--- config.mk ---
export PLATFORM = sky130hd
export DESIGN_NAME = multicycle_ctrl
export DESIGN_NICKNAME = d
export VERILOG_FILES = /design/src/rtl/multicycle_ctrl_pkg.sv /design/src/rtl/multicycle_ctrl_alu_op_decode.sv /design/src/rtl/multicycle_ctrl.sv
export SDC_FILE = /design/constraint.sdc
export NUM_CORES = 1
export LEC_CHECK = 0
export ABC_AREA = 0
export BUFFER_PORTS_ARGS = -buffer_cell sky130_fd_sc_hd__buf_4
export CORE_MARGIN = 4
export CORE_UTILIZATION = 30
export CTS_CLUSTER_SIZE = 16
export DETAILED_ROUTE_END_ITERATION = 8
export PLACE_DENSITY = 0.84
export SYNTH_ARGS = -nofsm -noshare
export SYNTH_HDL_FRONTEND = slang
export SYNTH_SLANG_ARGS = --single-unit
--- constraint.sdc ---
create_clock -name clk -period 1.4 [get_ports clk]
set_input_delay 0.21 -clock clk [delete_from_list [all_inputs] [get_ports clk]]
set_output_delay 0.21 -clock clk [all_outputs]
set_load 0.05 [all_outputs]
--- src/rtl/multicycle_ctrl_pkg.sv ---
// Shared decode definitions for the RV32I control path.
// Holds the base-opcode and ALU-code enums used by both the single-cycle and
// multi-cycle cores, the multi-cycle controller state enum, and the datapath
// mux-select encodings. No ports; import with multicycle_ctrl_pkg::*.
package multicycle_ctrl_pkg;

  // Base opcode, instr[6:2]; instr[1:0] must be 2'b11 for a 32-bit encoding
  typedef enum logic [4:0] {
    OPC_LOAD   = 5'b00000,
    OPC_OPIMM  = 5'b00100,
    OPC_AUIPC  = 5'b00101,
    OPC_STORE  = 5'b01000,
    OPC_OP     = 5'b01100,
    OPC_LUI    = 5'b01101,
    OPC_BRANCH = 5'b11000,
    OPC_JALR   = 5'b11001,
    OPC_JAL    = 5'b11011
  } opcode_t;

  // ALU operation code, {funct7[5], funct3} layout
  typedef enum logic [3:0] {
    ALU_ADD  = 4'b0000,
    ALU_SLL  = 4'b0001,
    ALU_SLT  = 4'b0010,
    ALU_SLTU = 4'b0011,
    ALU_XOR  = 4'b0100,
    ALU_SRL  = 4'b0101,
    ALU_OR   = 4'b0110,
    ALU_AND  = 4'b0111,
    ALU_SUB  = 4'b1000,
    ALU_SRA  = 4'b1101
  } alu_code_t;

  typedef enum logic [2:0] {
    IDLE      = 3'd0,
    FETCH     = 3'd1,
    DECODE    = 3'd2,
    EXECUTE   = 3'd3,
    MEMORY    = 3'd4,
    WRITEBACK = 3'd5,
    TRAP      = 3'd6
  } ctrl_state_t;

  // ALU operand A select
  localparam logic [1:0] ASEL_RS1  = 2'd0;
  localparam logic [1:0] ASEL_PC   = 2'd1;
  localparam logic [1:0] ASEL_ZERO = 2'd2;

  // ALU operand B select
  localparam logic BSEL_RS2 = 1'b0;
  localparam logic BSEL_IMM = 1'b1;

  // Register-file write-back source select
  localparam logic [1:0] WB_ALU = 2'd0;
  localparam logic [1:0] WB_MEM = 2'd1;
  localparam logic [1:0] WB_PC4 = 2'd2;

  // True when the 5-bit base opcode is one this core implements
  function automatic logic is_known_opcode(input logic [4:0] opc);
    logic known;
    case (opc)
      OPC_LOAD, OPC_OPIMM, OPC_AUIPC, OPC_STORE, OPC_OP,
      OPC_LUI, OPC_BRANCH, OPC_JALR, OPC_JAL: known = 1'b1;
      default:                                known = 1'b0;
    endcase
    return known;
  endfunction

endpackage

--- src/rtl/multicycle_ctrl_alu_op_decode.sv ---
// Combinational instruction-class decoder shared by the single- and
// multi-cycle cores.
// Ports:
//   opcode   in  7  instr[6:0]
//   funct3   in  3  instr[14:12]
//   funct7_5 in  1  instr[30]
//   alu_op   out 4  ALU code for OP / OP-IMM, ADD for every other class
//   illegal  out 1  not a 32-bit encoding, or unknown base opcode
module alu_op_decode
  import multicycle_ctrl_pkg::*;
(
  input  logic [6:0] opcode,
  input  logic [2:0] funct3,
  input  logic       funct7_5,
  output logic [3:0] alu_op,
  output logic       illegal
);

  // ALU code and legality from the opcode fields
  always_comb begin
    alu_op  = ALU_ADD;
    illegal = 1'b0;
    if ((opcode[1:0] != 2'b11) || !is_known_opcode(opcode[6:2])) begin
      illegal = 1'b1;
    end else begin
      illegal = 1'b0;
    end
    case (opcode[6:2])
      OPC_OP:    alu_op = {funct7_5, funct3};
      // instr[30] is only an opcode bit for the immediate shifts (SRAI vs
      // SRLI); for every other OP-IMM it belongs to the immediate
      OPC_OPIMM: alu_op = {((funct3 == 3'b101) ? funct7_5 : 1'b0), funct3};
      default:   alu_op = ALU_ADD;
    endcase
  end

endmodule

--- src/rtl/multicycle_ctrl.sv ---
// Multi-cycle control unit: decodes the datapath IR and sequences
// FETCH / DECODE / EXECUTE / MEMORY / WRITEBACK with a req/ready handshake
// to a unified instruction/data memory.
// Ports:
//   clk, rst (async, active high), instr (IR), mem_ready, br_taken
//   mem_req/mem_we/mem_addr_sel : memory request, store, address source
//   ir_we, pc_we, pc_sel, jalr_flag : IR / PC update controls
//   alu_op, alu_a_sel, alu_b_sel : ALU operation and operand selects
//   rf_we, wb_sel : register-file write enable and source
//   retire : pulse on an instruction's final cycle
//   illegal : TRAP indication
// Outputs decode from the state and the IR; ir_we, pc_we and retire also
// follow mem_ready / br_taken on the cycle that completes a step.
module multicycle_ctrl
  import multicycle_ctrl_pkg::*;
#(
  parameter bit RESET_TRAP = 1'b1
) (
  input  logic        clk,
  input  logic        rst,
  input  logic [31:0] instr,
  input  logic        mem_ready,
  input  logic        br_taken,
  output logic        mem_req,
  output logic        mem_we,
  output logic        mem_addr_sel,
  output logic        ir_we,
  output logic        pc_we,
  output logic        pc_sel,
  output logic        jalr_flag,
  output logic [3:0]  alu_op,
  output logic [1:0]  alu_a_sel,
  output logic        alu_b_sel,
  output logic        rf_we,
  output logic [1:0]  wb_sel,
  output logic        retire,
  output logic        illegal
);

  ctrl_state_t state_r;
  ctrl_state_t next_state_s;
  logic [4:0]  opc_s;
  logic [3:0]  dec_alu_op_s;
  logic        dec_illegal_s;
  logic        unused_instr_s;

  assign opc_s = instr[6:2];
  // Register specifiers and immediates are consumed by the datapath only
  assign unused_instr_s = ^{instr[31], instr[29:15], instr[11:7]};

  alu_op_decode u_alu_op_decode (
    .opcode   (instr[6:0]),
    .funct3   (instr[14:12]),
    .funct7_5 (instr[30]),
    .alu_op   (dec_alu_op_s),
    .illegal  (dec_illegal_s)
  );

  // State register
  always_ff @(posedge clk or posedge rst) begin
    if (rst) begin
      state_r <= IDLE;
    end else begin
      state_r <= next_state_s;
    end
  end

  // Next-state and output decode
  always_comb begin
    next_state_s = state_r;
    mem_req      = 1'b0;
    mem_we       = 1'b0;
    mem_addr_sel = 1'b0;
    ir_we        = 1'b0;
    pc_we        = 1'b0;
    pc_sel       = 1'b0;
    jalr_flag    = 1'b0;
    alu_op       = ALU_ADD;
    alu_a_sel    = ASEL_RS1;
    alu_b_sel    = BSEL_RS2;
    rf_we        = 1'b0;
    wb_sel       = WB_ALU;
    retire       = 1'b0;
    illegal      = 1'b0;
    case (state_r)
      IDLE: begin
        next_state_s = FETCH;
      end
      FETCH: begin
        mem_req = 1'b1;
        if (mem_ready) begin
          ir_we        = 1'b1;
          next_state_s = DECODE;
        end else begin
          next_state_s = FETCH;
        end
      end
      DECODE: begin
        if (dec_illegal_s) begin
          next_state_s = TRAP;
        end else begin
          next_state_s = EXECUTE;
        end
      end
      EXECUTE: begin
        alu_op = dec_alu_op_s;
        case (opc_s)
          OPC_OP: begin
            next_state_s = WRITEBACK;
          end
          OPC_OPIMM, OPC_JALR: begin
            alu_b_sel    = BSEL_IMM;
            next_state_s = WRITEBACK;
          end
          OPC_LUI: begin
            alu_a_sel    = ASEL_ZERO;
            alu_b_sel    = BSEL_IMM;
            next_state_s = WRITEBACK;
          end
          OPC_AUIPC, OPC_JAL: begin
            alu_a_sel    = ASEL_PC;
            alu_b_sel    = BSEL_IMM;
            next_state_s = WRITEBACK;
          end
          OPC_LOAD, OPC_STORE: begin
            alu_b_sel    = BSEL_IMM;
            next_state_s = MEMORY;
          end
          OPC_BRANCH: begin
            // Taken: PC <= PC+imm from the ALU; not taken: PC <= PC+4
            alu_a_sel    = ASEL_PC;
            alu_b_sel    = BSEL_IMM;
            pc_we        = 1'b1;
            pc_sel       = br_taken;
            retire       = 1'b1;
            next_state_s = FETCH;
          end
          default: begin
            next_state_s = TRAP;
          end
        endcase
      end
      MEMORY: begin
        // IR is stable here, so req/we/addr_sel hold until mem_ready
        mem_req      = 1'b1;
        mem_addr_sel = 1'b1;
        mem_we       = (opc_s == OPC_STORE);
        if (mem_ready) begin
          if (opc_s == OPC_STORE) begin
            pc_we        = 1'b1;
            retire       = 1'b1;
            next_state_s = FETCH;
          end else begin
            next_state_s = WRITEBACK;
          end
        end else begin
          next_state_s = MEMORY;
        end
      end
      WRITEBACK: begin
        rf_we        = 1'b1;
        retire       = 1'b1;
        pc_we        = 1'b1;
        next_state_s = FETCH;
        case (opc_s)
          OPC_LOAD: begin
            wb_sel = WB_MEM;
          end
          OPC_JAL: begin
            wb_sel = WB_PC4;
            pc_sel = 1'b1;
          end
          OPC_JALR: begin
            wb_sel    = WB_PC4;
            pc_sel    = 1'b1;
            jalr_flag = 1'b1;
          end
          default: begin
            wb_sel = WB_ALU;
          end
        endcase
      end
      TRAP: begin
        illegal = 1'b1;
        if (RESET_TRAP) begin
          next_state_s = TRAP;
        end else begin
          // Skip the offending word and resume fetching
          pc_we        = 1'b1;
          next_state_s = FETCH;
        end
      end
      default: begin
        next_state_s = IDLE;
      end
    endcase
  end

endmodule

### Yosys cells after proc, flatten, opt, wreduce, memory -nomap -nowiden

Memory sizes are Yosys's and may differ from the RTL's.
Cells that the tools add are included.

| operators by class | value |
|---|---|
| shift operators | 0 |
| multiplexer cells | 32 |
| order comparisons | 0 |
| multipliers | 0 |
| bitwise gates (word level) | 0 |
| equal/unequal tests | 16 |
| div/mod/pow operators | 0 |
| reduce and logical (&&, ||, !) cells | 11 |
| $add $sub $neg | 0 |

Operators by type and width:

| cell | number |
|---|---|
| $mux 1 | 18 |
| $pmux 3 s6 | 1 |
| $eq 5x4->1 const B | 3 |
| $eq 5x5->1 const B | 3 |
| $eq 3x3->1 const B | 4 |
| $eq 5x3->1 const B | 2 |
| $mux 3 | 3 |
| $pmux 3 s3 | 1 |
| $pmux 2 s2 | 2 |
| $pmux 4 s2 | 1 |
| $reduce_or 2->1 | 4 |
| $reduce_or 8->1 | 1 |
| $eq 3x2->1 const B | 2 |
| $mux 2 | 3 |
| $reduce_or 6->1 | 1 |
| $logic_not 5->1 | 1 |
| $mux 4 | 1 |
| $eq 3x1->1 const B | 1 |
| $logic_not 3->1 | 1 |
| $pmux 1 s3 | 1 |
| $reduce_or 3->1 | 1 |
| $ne 2x2->1 const B | 1 |
| $pmux 1 s2 | 1 |
| $logic_not 1->1 | 1 |
| $logic_or 1x1->1 | 1 |

| word-level totals | value |
|---|---|
| ROM bits | 32 |
| flip-flop bits (word level) | 3 |
| RAM bits | 0 |
| bits of input ports | 36 |
| bits in latches | 0 |
| logic and storage cells | 61 |
| memories | 1 |
| output and inout port bits | 19 |

Memory list:

| name | depth | width | read ports | clocked after Yosys merged registers in | wr ports | RTL line | text |
|---|---|---|---|---|---|---|---|
| (no name shown) | 32 | 1 | 1 | 0 | 0 | multicycle_ctrl_pkg.sv:61 | `case (opc)` |

### Longest topological paths before layout

Gate-level depths: netlist of the first run.
An unclocked memory read counts as a cell.

| logic depth | value |
|---|---|
| depth in word-level cells | 6 |
| gate-level depth with buffers | 6 |
| gate-level depth less buffers | 4 |

### Cells and area by module

A second synthesis of the first run with hierarchy kept.

| second synthesis, totals | value |
|---|---|
| cell total of the unflattened synthesis | 76 |
| area total of the unflattened synthesis | 526.8 um^2 |

By module, submodules not included:

| module | sequential area each (um^2) | area an instance (um^2) | instances | cells an instance |
|---|---|---|---|---|
| multicycle_ctrl | 75.1 | 437.9 | 1 | 65 |
| alu_op_decode | 0.0 | 88.8 | 1 | 11 |

### Worst setup path after synthesis of the first run

No wires, ideal clock.

| path | value |
|---|---|
| path type | register to output |
| start | register state_r[2] |
| end | output port alu_a_sel[1] |
| cell stages (with the launch flop) | 3 |
| buffers on the path | 0 |
| data required time | 1,190 ps |
| data arrival time | 2,206 ps |
| setup slack | -1,016 ps |
| cells stage by stage | dfrtp_1 nand3b_1 nor4_1 |

| between the ends | value |
|---|---|
| cells in the longest elaborated chain, start to end | 2 |

RTL lines:

| what | RTL line | text |
|---|---|---|
| from (decl) | multicycle_ctrl.sv:40 | `ctrl_state_t state_r;` |
| from (signal assigned) | multicycle_ctrl.sv:64 | `state_r <= next_state_s;` |
| $eq 3x2->1 | multicycle_ctrl.sv:85 | `case (state_r)` |
| $mux 2 | multicycle_ctrl.sv:85 |  |
| to (decl) | multicycle_ctrl.sv:32 | `output logic [1:0] alu_a_sel,` |

Every way passes these cells.

### Worst setup path in the final report of the first run

| path | value |
|---|---|
| start | register state_r[2] |
| end | output port alu_a_sel[0] |

Same word-level chain as after synthesis.

==> flow_metrics.env, run 1 <==
export IMPL_nets=178
export IMPL_cts_sinks=3
export IMPL_grt_pass1_vias=943
export IMPL_worstSetupEndpointType="primary output"
export IMPL_wl_per_cell_um=21.7
export IMPL_holdCritPathClass="input port to asynchronous set/reset pin"
export IMPL_cp_slowest_cell="dfrtp_2"
export IMPL_rsz0062_at_grt="true"
export IMPL_tritoncts="done"
export IMPL_core_area_mm2=0.00154
export IMPL_ant_nets=0
export IMPL_syn2layout_area_growth_pct=161
export IMPL_largest_register_ffs=3
export IMPL_setup_viol=20
export IMPL_ys_seq_area_share_pct=14.9
export IMPL_final_common_cell="buf_4"
export IMPL_postSynthCellCount=78
export IMPL_place_inst=145
export IMPL_wl_met1_mm=1.13
export IMPL_routed_wl_mm=3.41
export IMPL_cts_buffer_depth=2
export IMPL_synthArstFlopShare_pct=100
export IMPL_syn_num_nets=114
export IMPL_antenna_found_initial=0
export IMPL_rows=14
export IMPL_most_common_layout_cells="37 x buf_4, 17 x buf_6, 9 x buf_8"
export IMPL_dp_hpwl_mm=1.61
export IMPL_ios=55
export IMPL_initial_core_util_pct=32.7
export IMPL_wl_met2_mm=1.59
export IMPL_fmax_ghz=0.555
export IMPL_synth_warnings=0
export IMPL_powerDensity_mw_per_mm2=1620
export IMPL_synth_edf_count=0
export IMPL_final_hold_viol_count=0
export IMPL_drtIter0Drc=86
export IMPL_die_h_um=49.0
export IMPL_die_area_mm2=0.00240
export IMPL_top_layer_used="met4"
export IMPL_regMostFlops="state_r"
export IMPL_finClkSkew_ps=5.63
export IMPL_pre_cts_ws_ps=-97.8
export IMPL_dr_wl_met3_um=446
export IMPL_htree_levels=1
export IMPL_largest_registers="state_r (3)"
export IMPL_tns_ps=-5260
export IMPL_ys_seq_elements=3
export IMPL_overflow=0
export IMPL_violations="setup timing"
export IMPL_min_period_over_period_pct=129
export IMPL_worst_slew_pin_slew_ps=491
export IMPL_crit_arrival_ps=1590
export IMPL_dr_pass1_iters=4
export IMPL_clk_pin_slew_ps=40
export IMPL_vdd_drop_max_mv=1.42
export IMPL_io_buffers=33
export IMPL_numCtsBuffers=3
export IMPL_cp_common_cell="buf_6"
export IMPL_holdWs_ps=440
export IMPL_worst_slack_ps=-403
export IMPL_place_gp_congestion=0.872
export IMPL_path_cells="nand3b_1 > buf_4 > buf_6 > a211oi_4 > buf_6"
export IMPL_status="complete, but fails checks"
export IMPL_cp_required_ps=1190
export IMPL_viasPerCell=6.34
export IMPL_grt_max_degree=10
export IMPL_grt_use_total_pct=23.7
export IMPL_cap_violations=0
export IMPL_drive_above_1_share_pct=70.9
export IMPL_cts_root_buf="clkbuf_4"
export IMPL_critPathMaxStageDelay_ps=430
export IMPL_maxSlewViolCount=0
export IMPL_avgSynthCellArea_um2=6.46
export IMPL_synth_top_flop_cell="dfrtp_1"
export IMPL_synth_cell_types=31
export IMPL_p_leak_nw=0.595
export IMPL_vias=995
export IMPL_path_max_fanout=5
export IMPL_netlist_area_um2=504
export IMPL_slew_headroom_pct=66.9
export IMPL_grt_pass1_wl_mm=4.52
export IMPL_stdcell_count=157
export IMPL_num_antenna_cells=0
export IMPL_route_detailed_drc=0
export IMPL_clk_latency_ps=240
export IMPL_die_w_um=49.0
export IMPL_worst_setup_path_start_kind="register"
export IMPL_period_needed_ps=1800
export IMPL_worstSetupPathType="register to primary output"
==> Yosys cell counts (2+ instances only) <==
cell      number  area [µm²]
a21oi_1        4        20.0
nand3_1        3        15.0
dfrtp_1        3        75.1
o21ai_0        3        15.0
inv_1          7        26.3
nand3b_1       4        30.0
nor3_1         5        25.0
a211oi_1       3        22.5
and2_1         3        18.8
buf_2          2        10.0
nand2b_1       4        25.0
nand2_1        7        26.3
nor4_1         2        12.5
nor2b_1        3        18.8
nor2_1         9        33.8
==> worst paths after layout <==
| check | start | to | slack [ps] | cells past startpoint |
|---|---|---|---|---|
| max | state_r[2] | alu_a_sel[0] | -400 | 5 |
| max in group asynchronous | rst | state_r[1] | 790 | 3 |
| min | rst | state_r[0] | 440 | 3 |
| min reg2reg | state_r[1] | state_r[1] | 790 | 3 |
| max reg2reg | state_r[1] | state_r[2] | -150 | 5 |
| min in group clk | mem_ready | state_r[0] | 470 | 4 |
==> worst max-delay path, delay by kind of cell (launching register included) <==
family,cells,cell delay (ps)
buffers and inverters,3,510
AND/OR/NAND/NOR,1,240
AO/OA/AOI/OAI,1,180
flip-flops,1,430
==> per-stage QoR <==
stage | utilization (%) | total power [mW] | instance area, µm²
6_report | 85.3 | 2.13 | 1320
5_1_grt | 85.3 | 2.19 | 1320
4_1_cts | 78.6 | 1.74 | 1210
3_5_place_dp | 65.8 | 1.34 | 1010
3_3_place_gp | 65.8 | 1.31 | 1010
2_1_floorplan | - | 0.926 | 614
==> area by class of cell <==
class	instances	area, µm²
clock buffer	4	26.3
fill	69	226
inverter	7	36.3
multi-input combinational	63	541
sequential	3	77.6
tap	16	20.0
timing repair buffer	64	614
==> kinds of logic (layout without fill, tap and decap cells) <==
| family | count (synthesis) | in the layout | share of synthesized area, % |
|---|---|---|---|
| AO/OA/AOI/OAI | 14 | 14 | 17.9 |
| XOR/XNOR | 1 | 1 | 1.74 |
| buffers and inverters | 12 | 75 | 11.7 |
| flip-flops | 3 | 3 | 14.9 |
| AND/OR/NAND/NOR | 48 | 48 | 53.8 |
==> layer usage <==
metal,up-vias,track usage (%)
met5,-,0
met1,435,24.6
met4,0,11.2
met2,121,44.3
met3,30,4.59
li1,409,-
==> where the power goes <==
part,switching (mW),internal [mW],total (mW)
Sequential,0.0733,0.136,0.209
Combinational,0.971,0.790,1.76
Clock,0.0547,0.107,0.162
Total,1.10,1.03,2.13
==> what timing repair did <==
action,4_1_cts,5_1_grt
resized for setup,38,18
setup buffers,3,4
hold buffers,1,0
pin swaps,9,6
endpoints found under the hold margin,3,0
setup endpoints to repair,19,22
gates cloned,0,0
Note: power is estimated with default switching activity, not from simulation.
==> inputs of run 2 (changes only) <==
==> constraint.sdc (replaced) <==
create_clock -name clk -period 1.4 [get_ports clk]
set_input_delay 0.42 -clock clk [delete_from_list [all_inputs] [get_ports clk]]
set_output_delay 0.42 -clock clk [all_outputs]
set_load 0.05 [all_outputs]
==> run 2 against run 1 <==
Against the previous run:
- the run still ends with setup timing left
- cell area rose by 6.0%
- sequential share of layout area down 0.42 points
- fmax decreased by 8.9%
- clock power barely moved
- largest power group unchanged
==> flow_metrics.env, run 2 (synthesis results as in run 1) <==
export IMPL_regMostFlops="state_r"
export IMPL_rr_worst_depth=11
export IMPL_final_common_cell="buf_4"
export IMPL_power_switching_mw=1.06
export IMPL_slew_headroom_pct=75.2
export IMPL_seq_power_share_pct=9.0
export IMPL_rrSetupSlack_ps=-380
export IMPL_clk_latency_ps=240
export IMPL_worst_setup_path_start_kind="register"
export IMPL_route_detailed_drc=0
export IMPL_core_area_mm2=0.00154
export IMPL_status="complete, but fails checks"
export IMPL_p_leak_nw=0.636
export IMPL_grt_pass1_vias=980
export IMPL_dp_hpwl_mm=1.72
export IMPL_maxSlewViolCount=0
export IMPL_worst_slew_pin_slew_ps=368
export IMPL_fillerInstances=66
export IMPL_worst_slack_ps=-580
export IMPL_largest_register_ffs=3
export IMPL_routed_wl_mm=3.14
export IMPL_holdCritPathClass="input port to asynchronous set/reset pin"
export IMPL_finClkSkew_ps=1.27
export IMPL_overflow=0
export IMPL_grt_pass1_wl_mm=4.37
export IMPL_period_needed_ps=1980
export IMPL_setup_viol=21
export IMPL_die_area_mm2=0.00240
export IMPL_nets=182
export IMPL_wl_per_cell_um=19.5
export IMPL_min_period_over_period_pct=141
export IMPL_holdWs_ps=50.4
export IMPL_path_cells="nand3b_1 > nor4_2 > buf_4 > and3_4 > buf_8"
export IMPL_reg2reg_from="state_r[2]"
export IMPL_die_h_um=49.0
export IMPL_drive_above_1_share_pct=73.1
export IMPL_critPathMaxStageDelay_ps=390
export IMPL_io_buffers=33
export IMPL_powerDensity_mw_per_mm2=1520
export IMPL_crit_arrival_ps=1560
export IMPL_htree_levels=1
export IMPL_path_max_fanout=4
export IMPL_largest_registers="state_r (3)"
export IMPL_grt_use_total_pct=23.2
export IMPL_vdd_drop_max_mv=1.49
export IMPL_pre_cts_ws_ps=-450
export IMPL_numCtsBuffers=3
export IMPL_clkPwrFrac_pct=7.6
export IMPL_cp_required_ps=980
export IMPL_ant_nets=0
export IMPL_cts_buffer_depth=2
export IMPL_place_gp_congestion=0.848
export IMPL_worstSetupEndpointType="primary output"
export IMPL_rows=14
export IMPL_tns_ps=-9610
export IMPL_cts_root_buf="clkbuf_4"
export IMPL_grt_max_degree=10
export IMPL_endpoint="alu_op[3]"
export IMPL_viasPerCell=5.76
export IMPL_most_common_layout_cells="44 x buf_4, 12 x buf_8, 12 x buf_6"
export IMPL_vias=928
export IMPL_rr_endpoint="state_r[0]"
export IMPL_syn2layout_area_growth_pct=176
export IMPL_ios=55
export IMPL_rsz0062_at_grt="true"
export IMPL_intPower_mw=1.06
export IMPL_dr_pass1_iters=4
export IMPL_postLayoutCoreUtil_pct=90.4
export IMPL_violations="setup timing"
export IMPL_die_w_um=49.0
export IMPL_cp_startpoint="state_r[2]"
export IMPL_num_antenna_cells=0
export IMPL_cap_violations=0
export IMPL_p_comb_share_pct=83.4
export IMPL_final_hold_viol_count=0
export IMPL_clk_pin_slew_ps=40
export IMPL_worstSetupPathType="register to primary output"
export IMPL_drtIter0Drc=34
export IMPL_antenna_found_initial=0
export IMPL_fmax_ghz=0.505
export IMPL_tritoncts="done"
export IMPL_cp_slowest_cell="dfrtp_1"
export IMPL_p_sw_share_pct=50.0
export IMPL_cts_sinks=3
export IMPL_initial_core_util_pct=32.7
[run 2: cell count changes in the layout (fill, tap and decap cells not counted), moves of 2 or more]
cell     delta
buf_4       +7
buf_8       +3
nor3_4      +2
o21ai_0     -2
buf_6       -5
[run 2: area by class of cell]
type,count,area [µm²],area share (%)
timing repair buffer,68,646,46.3
multi-input combinational,63,589,42.3
sequential,3,76.3,5.48
inverter,7,36.3,2.60
clock buffer,4,26.3,1.89
tap,16,20.0,1.44
[run 2: layer usage]
layer  GRT usage (%)  routed length (µm)
met5               0                   0
met2            45.2                1650
met3            6.73                 257
met4            8.52                 143
met1            22.3                1080
[run 2: power groups by stage]
| stage | sequential, mW | combinational [mW] | clock (mW) |
|---|---|---|---|
| floorplan | 0.172 | 0.798 | 0 |
| global placement | 0.192 | 1.14 | 0 |
| detailed placement | 0.195 | 1.16 | 0 |
| CTS | 0.185 | 1.50 | 0.151 |
| global route | 0.196 | 1.84 | 0.168 |
| finish | 0.190 | 1.76 | 0.161 |
[run 2: worst max-delay path, delay by kind of cell (launching register included)]
family | cells | cell delay, ps
buffers and inverters | 2 | 310
DFF | 1 | 390
and+or+nand+nor | 3 | 620
[run 2: what timing repair did]
item                       4_1_cts  5_1_grt
hold endpoints to repair         0        0
setup buffers                    9        3
pin swaps                        8        2
hold buffers                     0        0
resized for setup               40       17
setup endpoints to repair       20       21
[run 2: how the worst min path moves through the flow]
stage | start | to | slack, ps | depth (start not counted)
final | rst | state_r[0] | 50 | 2
after CTS | rst | state_r[0] | 60 | 2
after floorplan | rst | state_r[0] | 170 | 1
after global routing | rst | state_r[0] | 60 | 2
after detailed placement | rst | state_r[2] | 300 | 2
after global placement | rst | state_r[2] | 290 | 2
[run 2: metrics by stage]
step | total power, mW | instance area (µm²) | instances
after floorplan | 0.970 | 696 | 78
after global placement | 1.33 | 1080 | 146
after detailed placement | 1.36 | 1080 | 146
after CTS | 1.84 | 1320 | 159
after global routing | 2.20 | 1390 | 161
final | 2.11 | 1390 | 161
